==> src/rtl/aes_seq_pkg.sv <==
// Shared types and constants for the AES-128 round sequencer.
package aes_seq_pkg;

  localparam int REG_SIZE          = 32;
  localparam int VEC_SIZE          = 4;
  localparam int STATE_W           = REG_SIZE * VEC_SIZE;
  localparam int NUM_ROUNDS_AES128 = 10;
  localparam int ROUND_W           = 4;

  localparam logic [ROUND_W-1:0] LAST_ROUND = ROUND_W'(NUM_ROUNDS_AES128);

  // Operation select presented to the shared round-unit mux.
  typedef enum logic [2:0] {
    OP_NONE  = 3'd0,
    OP_SUB   = 3'd1,
    OP_SHIFT = 3'd2,
    OP_MIX   = 3'd3,
    OP_ARK   = 3'd4
  } op_e;

  // Sequencer FSM states.
  typedef enum logic [2:0] {
    IDLE  = 3'd0,
    ARK0  = 3'd1,
    SUB   = 3'd2,
    SHIFT = 3'd3,
    MIX   = 3'd4,
    ARK   = 3'd5,
    DONE  = 3'd6
  } seq_state_e;

endpackage

==> src/rtl/aes_round_sequencer_ctr.sv <==
// Round counter: synchronous clear, increment, saturates at the last AES
// round and never wraps. is_last_o flags the final (MIX-less) round.
module aes_round_ctr
  import aes_seq_pkg::*;
(
  input  logic               clk,
  input  logic               rst_n,
  input  logic               clr_i,
  input  logic               inc_i,
  output logic [ROUND_W-1:0] round_o,
  output logic               is_last_o
);

  logic [ROUND_W-1:0] round_q, round_d;

  // Next count: clear wins over increment; increment stops at the last round.
  always_comb begin
    round_d = round_q;
    if (clr_i) begin
      round_d = '0;
    end else if (inc_i && (round_q != LAST_ROUND)) begin
      round_d = round_q + ROUND_W'(1);
    end
  end

  // Count register with asynchronous active-low reset.
  always_ff @(posedge clk or negedge rst_n) begin
    if (!rst_n) begin
      round_q <= '0;
    end else begin
      round_q <= round_d;
    end
  end

  assign round_o   = round_q;
  assign is_last_o = (round_q == LAST_ROUND);

endmodule

==> src/rtl/aes_round_sequencer.sv <==
// AES-128 round sequencer: steps one 4x32 state through the external shared
// round units (sub_bytes, shift_rows, mix_columns, add_round_key), one op per
// cycle, capturing the combinational op_result back into the state register.
// Optional feature macro: AES_SEQ_ABORT_EN adds an 'abort' input that drops a
// running sequence back to IDLE with a cleared state register.
//
// Handshakes: a transfer happens on a rising clock edge where valid and ready
// are both high. start_ready is high only in IDLE; out_valid is high only in
// DONE and data_out holds steady until out_ready is seen. Neither valid waits
// on its ready.
module aes_round_sequencer
  import aes_seq_pkg::*;
(
  input  logic               clk,
  input  logic               rst_n,
`ifdef AES_SEQ_ABORT_EN
  input  logic               abort,
`endif
  input  logic               start_valid,
  output logic               start_ready,
  input  logic [STATE_W-1:0] data_in,
  output logic [2:0]         op_sel,
  output logic [STATE_W-1:0] op_vect,
  input  logic [STATE_W-1:0] op_result,
  output logic [ROUND_W-1:0] rk_idx,
  output logic               busy,
  output logic [ROUND_W-1:0] round_num,
  output logic               out_valid,
  input  logic               out_ready,
  output logic [STATE_W-1:0] data_out,
  output logic [2:0]         fsm_state
);

  seq_state_e         state_q, state_d;
  logic [STATE_W-1:0] vec_q, vec_d;
  logic               accept;
  logic               ctr_inc;
  logic               is_last;
  logic               abort_w;
  logic [ROUND_W-1:0] round;

`ifdef AES_SEQ_ABORT_EN
  assign abort_w = abort;
`else
  assign abort_w = 1'b0;
`endif

  aes_round_ctr u_round_ctr (
    .clk       (clk),
    .rst_n     (rst_n),
    .clr_i     (accept),
    .inc_i     (ctr_inc),
    .round_o   (round),
    .is_last_o (is_last)
  );

  // FSM next state, state-register next value and all control outputs.
  always_comb begin
    state_d     = state_q;
    vec_d       = vec_q;
    op_sel      = OP_NONE;
    rk_idx      = '0;
    start_ready = 1'b0;
    busy        = 1'b1;
    out_valid   = 1'b0;
    accept      = 1'b0;
    ctr_inc     = 1'b0;
    case (state_q)
      IDLE: begin
        busy        = 1'b0;
        start_ready = 1'b1;
        if (start_valid) begin
          accept  = 1'b1;
          vec_d   = data_in;
          state_d = ARK0;
        end
      end
      ARK0: begin
        op_sel  = OP_ARK;
        rk_idx  = round;
        vec_d   = op_result;
        ctr_inc = 1'b1;
        state_d = SUB;
      end
      SUB: begin
        op_sel  = OP_SUB;
        vec_d   = op_result;
        state_d = SHIFT;
      end
      SHIFT: begin
        op_sel  = OP_SHIFT;
        vec_d   = op_result;
        // The final round has no MixColumns step.
        state_d = is_last ? ARK : MIX;
      end
      MIX: begin
        op_sel  = OP_MIX;
        vec_d   = op_result;
        state_d = ARK;
      end
      ARK: begin
        op_sel  = OP_ARK;
        rk_idx  = round;
        vec_d   = op_result;
        ctr_inc = 1'b1;
        state_d = is_last ? DONE : SUB;
      end
      DONE: begin
        busy      = 1'b0;
        out_valid = 1'b1;
        if (out_ready) begin
          state_d = IDLE;
        end
      end
      default: begin
        busy    = 1'b0;
        state_d = IDLE;
      end
    endcase
    // Abort discards the partial state; the round counter is left untouched.
    if (busy && abort_w) begin
      state_d = IDLE;
      vec_d   = '0;
      ctr_inc = 1'b0;
    end
  end

  // FSM and state registers with asynchronous active-low reset.
  always_ff @(posedge clk or negedge rst_n) begin
    if (!rst_n) begin
      state_q <= IDLE;
      vec_q   <= '0;
    end else begin
      state_q <= state_d;
      vec_q   <= vec_d;
    end
  end

  assign op_vect   = vec_q;
  assign data_out  = vec_q;
  assign round_num = round;
  assign fsm_state = state_q;

endmodule

==> config.mk <==
export PLATFORM = sky130hd
export DESIGN_NAME = aes_round_sequencer
export DESIGN_NICKNAME = d
export VERILOG_FILES = /design/src/rtl/aes_seq_pkg.sv /design/src/rtl/aes_round_sequencer_ctr.sv /design/src/rtl/aes_round_sequencer.sv
export SDC_FILE = /design/constraint.sdc
export NUM_CORES = 1
export LEC_CHECK = 0
export CAP_MARGIN = 25
export CORE_AREA = 8 8 203 205
export DETAILED_ROUTE_END_ITERATION = 6
export DIE_AREA = 0 0 211 213
export HOLD_SLACK_MARGIN = 0.03
export SETUP_SLACK_MARGIN = 0.3
export SYNTH_ARGS = -nofsm -noshare
export SYNTH_HDL_FRONTEND = slang
export SYNTH_SLANG_ARGS = --single-unit
export TNS_END_PERCENT = 10
==> constraint.sdc <==
create_clock -name clk -period 2 [get_ports clk]
set_input_delay 0.4 -clock clk [delete_from_list [all_inputs] [get_ports clk]]
set_output_delay 0.4 -clock clk [all_outputs]
set_load 0.1 [all_outputs]
==> metrics.txt, run 1 <==
critical path capture point type=output port; root buffer cell=clkbuf_16; pin count of the biggest net entering global routing=130; reg2reg setup slack=0.02 ns; DRC Markers=0; share of layout cells above drive strength 1=~28%; final setup violation count=2; P&R area growth vs syn=63.5%; FP Rows=72; cells after synthesis=1191; fin. max-slew vios=0; reg2reg end=u_round_ctr.round_o[1]; crit path launch type=flip-flop; initial core utilization=26.5%; register area=3390 sq um; die area=44900 sq um; sequential area share after synthesis=33.4%; Tcrit/Tclk final=100%; TritonCTS buffer count=17; hpwl dp=between 30000 and 40000 um; detailed-route via count=10700; PortBufs=532; Max Root-Sink Buffers=2; insertion delay to the later sink of the worst-skew pair=0.44 ns; Setup crit end=rk_idx[0]; Final Hold Fails=0; fraction of registers with async set/reset=100%; Die Ht=213 um; Post-Route Skew=0.00999 ns; Reg clk slew, reported paths=0.06 ns; first-pass iteration count of the detailed router=7; Tot GR Track Use=19.7%; nets@finish=1820; Avg WL per Cell=22.9 um; Rel. slew slack=52.1%; Worst Tran Pin Value=0.718 ns; synth unique cells=28; number of max-cap violations=0; Yosys warning count=0; FF+latch count, synth=135; overflow left after global routing=0; initial antenna violation count=2; status=finished, violations left; Synth Flop Type=dfrtp_1; via-per-instance ratio=5.11; core box area=about 38000 sq um; placed cells=2018; num ports=533; ANT nets after route=0; Reg-to-Reg Start=fsm_state[1]; Mapped Avg Cell Area=8.49 sq um; die width=211 um; HP Class=primary input to async pin; area of the multi-input gates=5480 sq um; Clock Sinks=135; Post-Syn Area=approximately 10000 sq um; min cycle time layout=2.00 ns; violated checks=negative setup slack; Post-Syn Nets=1453; vias in the first global route=between 10000 and 15000; Crit Path Class=flip-flop to output port; unrepaired setup endpoints after global routing=yes; Critical Path RT=1.60 ns; H-tree depth=4; number of flops mapped to enable cells by yosys=0; Setup TNS=-0.000774 ns; PnR worst setup slack=-0.000765 ns; DRT iter0 DRCs=581; crit path launch=fsm_state[1]; first-pass GRT wire length=slightly below 70000 um; Fillers=between 3000 and 4000; CTS tree=done; Layout Cells excl Fill=2090; worst-case reg-to-reg path depth=6; wire length after detailed routing=47900 um; CP max FO=12; crit path DAT=1.60 ns; fmax=about 500 MHz; Final Wtd Congestion=0.766
-- flip-flops by register name (all words and copies together), names as in the netlist --
register,count
u_round_ctr.round_o,4
fsm_state,3
data_out,128
-- critical path, stage by stage (launching register included) --
cell and delay (ns):
dfrtp_4 0.49, buf_16 0.16, nor2b_4 0.17, and2_4 0.17, buf_12 0.17
-- cells in the final DEF, fill, tap and decap left out, types with 17 or more instances in the layout --
master,netlist,routed
nor2_1,133,130
o221a_1,76,76
buf_12,0,74
clkbuf_16,0,23
nand2_1,135,135
o21ai_1,6,17
o21ai_0,253,242
o221a_2,52,34
clkdlybuf4s50_1,0,257
dfrtp_1,135,132
buf_4,128,232
o221a_4,0,18
mux2i_1,131,131
-- kinds of logic (layout without fill, tap and decap cells) --
logic type / Yosys count / count (layout) / synth area share (%)
AOI/OAI and AO/OA: 394 / 394 / 27.6
xor gates and xnor gates: 1 / 1 / 0.0867
adders and majority gates: 2 / 2 / 0.248
buffers and inverters: 248 / 626 / 14.9
DFF: 135 / 135 / 33.4
muxes: 131 / 131 / 13.0
other: 0 / 1 / 0
and+or+nand+nor: 280 / 282 / 10.8
-- synthesized netlist by cell type, types with 2 or more instances --
library cell / n / area, sq um
a21o_1: 2 / 15.0
and2_1: 5 / 31.3
buf_2: 17 / 85.1
buf_4: 128 / 961
buf_6: 10 / 113
clkbuf_1: 92 / 345
dfrtp_1: 135 / 3380
ha_1: 2 / 25.0
mux2i_1: 131 / 1310
nand2_1: 135 / 507
nor2_1: 133 / 499
nor2b_1: 2 / 12.5
o21ai_0: 253 / 1270
o21ai_1: 6 / 30.0
o221a_1: 76 / 856
o221a_2: 52 / 586
-- how the worst min path moves through the flow --
stage / cells after the start / to
2_1_floorplan: 0 / data_out[0]
3_3_place_gp: 1 / data_out[77]
3_5_place_dp: 1 / data_out[81]
4_1_cts: 2 / data_out[81]
5_1_grt: 2 / data_out[74]
6_report: 2 / data_out[74]
-- per-layer routing --
layer  vias up  GRT usage, %  routed length [um]
met1      5276          23.9               19800
met4         0          6.06                 862
met2       442          33.6               23800
li1       4913             -                   -
met5         -             0                   0
met3        39          5.61                3470
-- area by class of cell --
type                    count  area share [%]
repair buffers            593            39.2
multi-input cells         810            33.1
flip-flops and latches    135            20.5
well taps                 518            3.92
clock buffers              25            2.88
clock inverters             7           0.288
inverters                   1          0.0227
diodes                      1          0.0151
-- metrics by stage --
step / util, % / hold WS, ns / worst slack, ns / area (sq um)
final: 43.4 / 0.448 / -0.000765 / 16500
after global routing: 43.4 / 0.450 / -0.0779 / 16500
after CTS: 42.3 / 0.427 / -0.0543 / 16100
after detailed placement: 39.7 / 0.356 / 0.0955 / 15100
after global placement: 39.7 / 0.352 / 0.111 / 15100
after floorplan: - / 0.104 / -0.605 / 10300
-- repair_timing --
item / 4_1_cts / 5_1_grt
hold buffers: 1 / 0
buffers inserted: 18 / 4
cloned: 9 / 7
pin swaps: 7 / 37
endpoints found under the setup margin: 139 / 147
gates resized for setup: 15 / 37
endpoints found under the hold margin: 33 / 0
Power of run 1 is not shown: default switching activity piles up to over one toggle a cycle in this logic, so the estimate is an artifact.
==> run 2: changes to the inputs <==
==> constraint.sdc (replaced) <==
create_clock -name clk -period 2 [get_ports clk]
set_input_delay 0.6 -clock clk [delete_from_list [all_inputs] [get_ports clk]]
set_output_delay 0.6 -clock clk [all_outputs]
set_load 0.1 [all_outputs]
==> run 2 against run 1 <==
Against the previous run:
- the run still ends with negative setup slack left
- utilization increased by 6.7 points
- worst hold slack worse by 0.38 ns
- final cell count grew 0.24%
- highest routed layer is now met5
- first-iteration DRC count increased by 12%
- clock skew rose by 0.0045 ns
- clock-buffer cell count decreased by 5
==> metrics.txt, run 2 (same netlist as run 1, synthesis figures left out) <==
status=finished, violations left; violated checks=negative setup slack; P&R area growth vs syn=88.8%; insertion delay to the later sink of the worst-skew pair=0.44 ns (about the same); Tcrit/Tclk final=111% (+11 points); DRT iter0 DRCs=650 (+12%); ANT nets after route=0 (unchanged); number of max-cap violations=0 (unchanged); TritonCTS buffer count=17 (unchanged); wire length after detailed routing=47600 um (-0.75%); CP max FO=64 (+52); Post-Route Skew=0.0145 ns (+0.00449 ns); overflow left after global routing=0 (unchanged); DRC Markers=0 (unchanged); Final Wtd Congestion=0.808 (+5.5%); hpwl dp=32200 um (+6.2%); share of layout cells above drive strength 1=29.0% (+1.4 points); critical path capture point type=flip-flop; final instance area=19100 sq um (+15%); Max Root-Sink Buffers=2 (unchanged); HP Class=primary input to async pin; Fillers=3342 (-7.4%); post-cts hold buffer count=0 (-1); Post-DP Area=17700 sq um (+17%); worst-case reg-to-reg path depth=6 (unchanged); WHS=0.0662 ns (-0.382 ns); PnR worst setup slack=-0.222 ns (-0.221 ns); initial core utilization=26.5% (unchanged); Avg WL per Cell=22.7 um (-0.99%); Final Hold Fails=0 (unchanged); fmax=450 MHz (-10%); crit path launch type=flip-flop; detailed-route via count=10800 (+1.2%); Tot GR Track Use=19.9% (+0.21 points); Critical Path RT=2.31 ns (+0.71 ns); die area=44900 sq um (unchanged); unrepaired setup endpoints after global routing=yes; final setup violation count=143 (+141); Worst Tran Pin Value=0.689 ns (-0.0297 ns); commonest cells after routing, fill and taps aside=buf_12, clkdlybuf4s50_1, o21ai_0; min cycle time layout=2.22 ns (+0.221 ns); Clock Sinks=135 (unchanged); Reg clk slew, reported paths=0.07 ns (about the same); CTS tree=done; first-pass GRT wire length=69800 um (+1.5%); PortBufs=532 (unchanged); num ports=533 (unchanged); via-per-instance ratio=5.16 (+1.0%); fin. max-slew vios=0 (unchanged); root buffer cell=clkbuf_16; first-pass iteration count of the detailed router=5 (-2); Crit Path Class=flip-flop to flip-flop; Rel. slew slack=54.1% (+2.0 points); pin count of the biggest net entering global routing=130 (unchanged); max reg flops=128 (unchanged); crit path DAT=2.53 ns (+0.93 ns); leading cell type in the layout, fill and taps excluded=buf_12; FP Rows=72 (unchanged); vias in the first global route=11200 (+2.7%); pre-CTS worst setup slack=0.0860 ns (-0.00951 ns); Die Ht=213 um (unchanged); die width=211 um (unchanged); nets@finish=1825 (+0.27%); core box area=38100 sq um (unchanged); reg2reg setup slack=-0.22 ns (-0.24 ns); H-tree depth=4 (unchanged); initial antenna violation count=3 (+1)
[run 2: changes by cell type in the layout (fill, tap and decap cells not counted), sizes merged, moves of 2 or more]
cell	delta
clkinv	-2
clkbuf	-9
buf	+14
bufinv	+3
inv	+2
bufbuf	-2
[run 2: final timing paths]
check / from / endpoint
min in group clk: u_round_ctr.round_o[3] / u_round_ctr.round_o[3]
worst max-delay path: fsm_state[1] / data_out[104]
worst min-delay path: rst_n / data_out[74]
max in group asynchronous: rst_n / data_out[19]
worst max register to register: fsm_state[1] / data_out[104]
worst min register to register: u_round_ctr.round_o[3] / u_round_ctr.round_o[3]
[run 2: worst max-delay path, stage by stage, from the launching register on]
cell and delay (ns):
dfrtp_4 0.54, buf_6 0.14, buf_8 0.11, buf_6 0.11
or4b_4 0.57, buf_12 0.23, o221a_2 0.33
[run 2: repair_timing]
| item | in CTS | in global routing |
|---|---|---|
| endpoints found under the setup margin | 401 | 405 |
| setup buffers | 25 | 8 |
| cloned | 5 | 4 |
| gates resized for setup | 38 | 16 |
| pin swaps | 3 | 4 |
[run 2: cell type report]
class	count	area, sq um	share of cell area [%]
timing repair buffer	600	9020	47.3
clock buffer	20	447	2.34
tap	518	648	3.40
clock inverter	11	149	0.780
antenna	2	5.00	0.0262
sequential	135	3410	17.8
multi-input combinational	808	5400	28.3
inverter	1	3.75	0.0197
[run 2: layer usage]
metal / vias to the layer above / share of wire [%] / GRT usage [%]
li1: 4916 / - / -
met1: 5312 / 40 / 23.7
met2: 522 / 50 / 33.8
met3: 51 / 8.7 / 6.50
met4: 2 / 2.1 / 6.13
met5: - / 0.027 / 0
[run 2: metrics by stage]
stage,cells,util (%),TNS (ns)
floorplan,1191,-,-8.16
global placement,2020,46.6,0
detailed placement,2020,46.6,0
CTS,2081,49.4,-14.76
global route,2095,50.1,-26.52
finish,2095,50.1,-20.56
Power of run 2 is left out for the same reason.
==> run 3: changes to the inputs <==
--- a/config.mk
+++ b/config.mk
@@ -10,7 +10,6 @@
 export DETAILED_ROUTE_END_ITERATION = 6
 export DIE_AREA = 0 0 211 213
 export HOLD_SLACK_MARGIN = 0.03
-export SETUP_SLACK_MARGIN = 0.3
 export SYNTH_ARGS = -nofsm -noshare
 export SYNTH_HDL_FRONTEND = slang
 export SYNTH_SLANG_ARGS = --single-unit
==> run 3 against run 2 <==
Against the previous run:
- the flow still finishes with violations (negative setup slack)
- die area unchanged
- global-route usage down 0.73 points
- first-iteration DRC count decreased by 8.5%
- critical path depth shrank 2
- cell area fell by 1.6%
- sequential share of layout area is 0.20 points higher
- routed wire length is 1.3% lower
- clock skew down 0.0032 ns
- utilization decreased by 0.79 points
==> metrics.txt, run 3 (same netlist as run 1, synthesis figures left out) <==
die width=211 um (unchanged); Fillers=3356 (+0.42%); final instance area=18800 sq um (-1.6%); share of layout cells above drive strength 1=27.6% (-1.4 points); met1 usage in global routing=22.7% (-1.0 points); gr busiest metal=met2; Final Hold Fails=0 (unchanged); Reg-to-Reg Start=fsm_state[2]; wire length after detailed routing=47000 um (-1.3%); reg2reg setup slack=-0.10 ns (+0.12 ns); CTS tree=done; violated checks=negative setup slack; first-pass iteration count of the detailed router=5 (unchanged); Clock Sinks=135 (unchanged); DRT iter0 DRCs=595 (-8.5%); Crit path largest cell delay=0.51 ns (-0.06 ns); crit path DAT=1.57 ns (-0.96 ns); PortBufs=532 (unchanged); unrepaired setup endpoints after global routing=yes; first-pass GRT wire length=67200 um (-3.8%); Avg WL per Cell=22.6 um (-0.60%); ANT nets after route=0 (unchanged); status=finished, violations left; hpwl dp=33400 um (+3.7%); Max Root-Sink Buffers=2 (unchanged); HP Class=primary input to async pin; Final Wtd Congestion=0.834 (+3.2%); overflow left after global routing=0 (unchanged); Critical Path RT=1.40 ns (-0.91 ns); Setup crit end=busy; num ports=533 (unchanged); fmax=462 MHz (+2.6%); P&R area growth vs syn=85.8%; Die Ht=213 um (unchanged); Post-Route Skew=0.0113 ns (-0.00317 ns); Layout Cells excl Fill=2081 (-0.67%); Tot GR Track Use=19.2% (-0.73 points); min cycle time layout=2.17 ns (-0.0558 ns); GRT met2 Usage=32.3% (-1.5 points); nets@finish=1813 (-0.66%); max reg flops=128 (unchanged); initial core utilization=26.5% (unchanged); number of max-cap violations=0 (unchanged); Crit-path slowest cell=dfrtp_4; core box area=38100 sq um (unchanged); root buffer cell=clkbuf_16; vias in the first global route=10800 (-3.4%); detailed-route via count=10700 (-1.0%); Reg clk slew, reported paths=0.06 ns (about the same); Post-DP Area=17700 sq um (unchanged); Worst Tran Pin Value=0.959 ns (+0.270 ns); CP max FO=6 (-91%); final setup violation count=76 (-47%); delay-heaviest family, CP=flip-flops; Stages on worst setup path=4 (-2); placed cells=2025 (+0.25%); fin. max-slew vios=0 (unchanged); met3 usage in global routing=5.92% (-0.59 points); Buf/Inv on CP=1 (-3); critical path capture point type=output port; FP Rows=72 (unchanged); insertion delay to the later sink of the worst-skew pair=0.42 ns (-0.02 ns); Tcrit/Tclk final=108% (-2.8 points); via-per-instance ratio=5.14 (-0.38%); Rel. slew slack=36.1% (-18 points); Crit Path Class=flip-flop to output port; post-cts hold buffer count=0 (unchanged); DRC Markers=0 (unchanged); crit path launch=fsm_state[0]; leading cell type in the layout, fill and taps excluded=buf_12; CP Cell Sequence=or2_4 -> nor2_4 -> a21oi_4 -> buf_12; worst-case reg-to-reg path depth=6 (unchanged); crit path launch type=flip-flop; initial antenna violation count=1 (-2); commonest cells after routing, fill and taps aside=buf_12, clkdlybuf4s50_1, o21ai_0; TritonCTS buffer count=17 (unchanged); pin count of the biggest net entering global routing=95 (-27%); die area=44900 sq um (unchanged); H-tree depth=4 (unchanged); PnR worst setup slack=-0.166 ns (+0.0558 ns); pre-CTS worst setup slack=0.0468 ns (-0.0392 ns); reg2reg end=data_out[41]
==> run 3: timing repair <==
item | 4_1_cts | 5_1_grt
setup endpoints to repair | 11 | 140
cloned | 0 | 8
resized for setup | 4 | 16
buffers inserted | 8 | 9
pin swaps | 4 | 2
==> run 3: worst min path at each step <==
stage | startpoint | to | slack [ns]
2_1_floorplan | rst_n | data_out[0] | 0.30
3_3_place_gp | u_round_ctr.round_o[3] | u_round_ctr.round_o[3] | 0.58
3_5_place_dp | rst_n | data_out[14] | 0.60
4_1_cts | rst_n | data_out[14] | 0.14
5_1_grt | rst_n | data_out[14] | 0.13
6_report | rst_n | data_out[22] | 0.12
==> run 3: area by class of cell <==
type | instances | area, sq um | area share (%)
Sequential cell | 135 | 3390 | 18.0
Timing Repair Buffer | 588 | 8790 | 46.8
Inverter | 1 | 3.75 | 0.0200
Tap cell | 518 | 648 | 3.45
Clock buffer | 19 | 443 | 2.36
Clock inverter | 11 | 175 | 0.933
Antenna cell | 1 | 2.50 | 0.0133
Multi-Input combinational cell | 808 | 5330 | 28.4
==> run 3: layer usage <==
layer,vias to the layer above,part of all wire [%]
met4,0,3.1
li1,4878,-
met2,549,49
met3,62,8.5
met1,5201,39
met5,-,0
==> run 3: per-stage QoR <==
stage,util [%],TNS [ns],hold slack [ns]
6_report,49.3,-4.41,0.123
5_1_grt,49.3,-8.76,0.133
4_1_cts,48.4,-2.70,0.137
3_5_place_dp,46.6,0,0.600
3_3_place_gp,46.6,0,0.578
2_1_floorplan,-,-8.16,0.304
Power of run 3 is left out for the same reason.
==> variant 1: new RTL, flow settings as in run 1 <==
Build with the macro `AES_SEQ_ABORT_EN` defined.
--- a/src/rtl/aes_round_sequencer.sv
+++ b/src/rtl/aes_round_sequencer.sv
@@ -9,4 +9,6 @@
 // DONE and data_out holds steady until out_ready is seen. Neither valid waits
 // on its ready.
+`define AES_SEQ_ABORT_EN
+
 module aes_round_sequencer
   import aes_seq_pkg::*;
Interface: changed (added abort); port bits go from 533 to 534. No check against the original RTL was run, so the function may have changed too.
==> variant 1 against run 1 <==
  * The run still ends with negative setup slack left
  * Critical path depth unchanged
  * Routed wire length decreased by 5.3%
  * Final area decreased by 3.6%
  * Sequential cell count unchanged
  * Sequential share of layout area increased by 0.79 points
  * Synthesized area decreased by 5.6%
  * Setup slack got worse by 0.15 ns
  * Critical path type unchanged
  * Largest cell class unchanged
Power is left out: the tool's default activity adds up to more than one toggle a clock period on the data nets, which glitch-free logic cannot reach.
==> variant 1: results <==
group,metric,value,unit
clock_network,cts_buffers,17,
global_route,grt_usage,0.191,
placed_design,numPortBuffers,533,
synth,synth_fa_ha_area_frac,0.00524,
clock_network,clockBufferDepth,2,
synth,yosys-top-cells-count,"135 x dfrtp_1, 135 x inv_1, 130 x a31oi_1, 130 x nand3_1",
synth,syn_nets,1375,
route,wl_met1,18200,um
cells_and_area,final_nets,1752,
critical_path,endpoint,"busy",
clock_network,post_cts.resized_instances,40,
route,met3_length,4590,um
route,viasPerCell,5.35,
clock_network,path_clk_slew,0.06,ns
timing,max_slew_margin,0.462,
global_route,antenna_found_initial,1,
status,violations,"negative setup slack",
critical_path,startpoint_type,"flop",
synth,synth_compound_area_frac,0.333,
critical_path,rr_endpoint,"data_out[69]",
clock_network,cts_hold_buf,1,
critical_path,ff2ff_setup_slack,-0.11,ns
timing,setup_ws,-0.150,ns
clock_network,cts_setup_buffers,15,
cells_and_area,largest_register_ffs,128,
hold_path,hp-class,"in2reg",
critical_path,slowest_delay,0.52,ns
synth,yosys-top-cells-area,"dfrtp_1 35%, a211o_1 12%, a221oi_1 12%",
cells_and_area,fillerInstances,3760,
synth,yosys.cell_types.count,40,
global_route,grt_max_degree,96,
route,wl_met2,21800,um
global_route,grt_pass1_vias,11200,
route,drtPass1Iterations,5,
placed_design,dp_slack,-0.0310,ns
critical_path,critPathArrivalTime,1.75,ns
timing,setup_viol,82,
clock_network,h-tree-depth,4,
global_route,grt_pass1_wl,67500,um
cells_and_area,drive_gt1_frac,0.302,
timing,skew,0.00779,ns
placed_design,dpl.hpwl,31400,um
synth,synth_xor_area_frac,0,
synth,synthMuxAreaShare,0.00105,
critical_path,crit_slowest_cell,"dfrtp_4",
critical_path,rr_worst_depth,7,
critical_path,worstPathMaxFanout,5,
synth,seq_area_frac_synth,0.354,
synth,async_reset_ff_frac,1.00,
placed_design,place_congestion,0.817,
clock_network,root_buffer,"clkbuf_16",
route,drtIter0Drc,859,
status,status,"finished with violations",
route,wirelength,45400,um
critical_path,crit_family,"flip-flops",
variant 1: changes by cell type after synthesis, moves of 76 or more:
cell and delta:
a211o_1 +128, a221oi_1 +128, a31oi_1 +130, inv_1 +134
mux2i_1 -130, nand2_1 -132, nand3_1 +130, nor2_1 -127
o21ai_0 -251, o221a_1 -76
variant 1: kinds of logic after synthesis:
logic type,after synthesis
adders and majority gates,4
muxes,1
DFF,135
AOI/OAI and AO/OA,404
and+or+nand+nor,157
buffers and inverters,409
variant 1: cell type report:
cell class,count,share of cell area
sequential,135,0.213
multi-input combinational,566,0.272
clock buffer,24,0.0296
tap,518,0.0407
antenna,1,0.000157
clock inverter,7,0.00605
inverter,135,0.0327
timing repair buffer,632,0.405
variant 1: through the flow:
stage	hold slack [ns]	area, sq um	setup TNS, ns	cells
finish	0.326	15900	-3.98	2018
floorplan	0.104	9990	-16.87	1110
CTS	0.269	15800	-3.59	2013
global placement	0.358	14800	0	1959
detailed placement	0.352	14800	-0.161	1959
global route	0.306	15900	-10.37	2017
variant 1: routing by layer:
layer | track usage | up-vias
li1 | - | 4799
met1 | 0.236 | 5286
met2 | 0.313 | 656
met3 | 0.0680 | 53
met4 | 0.0528 | 0
met5 | 0 | -
variant 1: worst min-delay path by stage:
stage | end | slack [ns] | cells past startpoint | from
3_3_place_gp | data_out[94] | 0.36 | 1 | rst_n
5_1_grt | fsm_state[1] | 0.31 | 3 | abort
3_5_place_dp | data_out[105] | 0.35 | 1 | rst_n
6_report | fsm_state[1] | 0.33 | 3 | abort
4_1_cts | fsm_state[1] | 0.27 | 3 | abort
2_1_floorplan | data_out[0] | 0.10 | 0 | rst_n
variant 1: worst min-delay path, stage by stage:
cell     delay, ns
buf_4         0.10
buf_4         0.16
a21oi_2       0.06
==> variant 2: new RTL, config.mk and constraints of run 1 <==
Without the edit above. Make the reset (`rst_n`) synchronous in 2 clocked blocks. Comments in the files are not updated.
--- a/src/rtl/aes_round_sequencer_ctr.sv
+++ b/src/rtl/aes_round_sequencer_ctr.sv
@@ -25,5 +25,5 @@
 
   // Count register with asynchronous active-low reset.
-  always_ff @(posedge clk or negedge rst_n) begin
+  always_ff @(posedge clk) begin
     if (!rst_n) begin
       round_q <= '0;
--- a/src/rtl/aes_round_sequencer.sv
+++ b/src/rtl/aes_round_sequencer.sv
@@ -127,5 +127,5 @@
 
   // FSM and state registers with asynchronous active-low reset.
-  always_ff @(posedge clk or negedge rst_n) begin
+  always_ff @(posedge clk) begin
     if (!rst_n) begin
       state_q <= IDLE;
Function: differs if rst_n is asserted again (counterexample within 4 cycles, from zero or initial values and one cycle with rst_n low); with rst_n held inactive, the same outputs for 4 cycles.
==> variant 2 against run 1 <==
  * Via count shrank 39%
  * Non-clock buffer count down 14
  * Setup slack improved by 0.068 ns
  * Sequential cell count unchanged
  * Final area fell by 26%
  * Routed wire length down 36%
  * Hold slack got worse by 0.046 ns
  * Synthesized area fell by 33%
  * Synthesized cell count down 47%
  * Register-to-register slack improved by 0.05 ns
==> variant 2: results <==
group,metric,value,unit
critical_path,slowest_delay,0.52,ns
cells_and_area,clockBufferCount,20,
global_route,grt_max_degree,69,
cells_and_area,clockNetworkAreaShare,0.0516,
global_route,antenna_found_initial,0,
cells_and_area,inv_count,6,
critical_path,critPathArrivalTime,2.25,ns
pwr,p_leak,0.00508,uW
synth,synth_cells,626,
cells_and_area,comb.multi_input.count,297,
route,wirelength,30600,um
placed_design,dpl.hpwl,23700,um
cells_and_area,fillerInstances,3880,
cells_and_area,final_nets,1298,
critical_path,crit_slowest_cell,"or4b_4",
synth,syn_nets,888,
synth,yosys.cell_types.count,37,
route,drtIter0Drc,366,
clock_network,clockBufferDepth,2,
timing,skew,0.0125,ns
critical_path,worstPathMaxFanout,68,
route,via_count,6553,
timing,max_freq,0.517,GHz
clock_network,cts_hold_buf,0,
cells_and_area,signal_buffers,579,
floorplanning,die_area,44900,sq um
synth,async_reset_ff_frac,0,
cells_and_area,final-nonclk-buf-share,0.437,
status,status,"complete, no violations",
synth,yosys-top-cells-area,"dfxtp_1 40%, o221a_2 21%, buf_4 15%",
timing,worstMarginPinSlew,0.400,ns
route,wl_per_cell,19.5,um
placed_design,dp_slack,-0.155,ns
global_route,grt_pass1_wl,44300,um
cells_and_area,diodes,0,
timing,holdWs,0.403,ns
cells_and_area,multi_input_area_share,0.234,
global_route,grt_pass1_vias,7096,
placed_design,place_congestion,0.844,
synth,synth_ff_type,"dfxtp_1",
route,drtPass1Iterations,6,
hold_path,hp-class,"in2reg",
synth,yosys-top-cells-count,"136 x buf_4, 135 x dfxtp_1, 128 x o21a_1",
global_route,grt_usage,0.127,
cells_and_area,drive_gt1_frac,0.477,
placed_design,place_inst,1516,
synth,seq_area_frac_synth,0.400,
cells_and_area,seq_share,0.222,
## variant 2: logic make-up (layout without fill, tap and decap cells)
kind of cell	count (synthesis)	count (layout)	synth area share
AO/OA/AOI/OAI	272	272	0.373
XOR/XNOR	1	1	0.00130
adder cells (fa/ha/maj)	2	2	0.00371
buffers and inverters	194	616	0.200
flip-flops	135	135	0.400
multiplexers	1	1	0.00148
AND/OR/NAND/NOR	21	21	0.0204
## variant 2: repair_timing
item,CTS,global route
setup buffers,13,6
pin swaps,4,2
endpoints found under the setup margin,80,145
resized for setup,12,3
## variant 2: through the flow
stage | setup TNS, ns | utilization | total power [uW] | area, sq um
floorplan | -44.49 | - | 9850 | 6960
global placement | -8.99 | 0.299 | 11500 | 11400
detailed placement | -12.39 | 0.299 | 11500 | 11400
CTS | 0 | 0.319 | 15100 | 12200
global route | 0 | 0.321 | 15400 | 12200
finish | 0 | 0.321 | 14900 | 12200
## variant 2: path summary, 6_finish.rpt
path,from,end,depth (start not counted)
worst max register to register,fsm_state[1],data_out[46],6
worst min-delay path,rst_n,fsm_state[1],2
worst min register to register,u_round_ctr.round_o[0],u_round_ctr.round_o[3],2
worst max-delay path,fsm_state[1],data_out[46],6
## variant 2: critical path, delay by kind of cell (launching register included)
family,cells,cell delay (ns)
AND/OR/NAND/NOR,1,0.52
AO/OA/AOI/OAI,2,0.36
buffers and inverters,3,0.48
flip-flops,1,0.36
## variant 2: metal layers
metal,wire length [um],GRT usage,vias up
met5,0,0,-
met4,671,0.0456,0
met3,2420,0.0456,30
met2,15200,0.216,300
met1,12300,0.147,3124
li1,-,-,3099
## variant 2: where the power goes
group	switching, uW	internal, uW
combinational	6040	2000
sequential	373	3040
clock	1310	2160
total	7720	7200
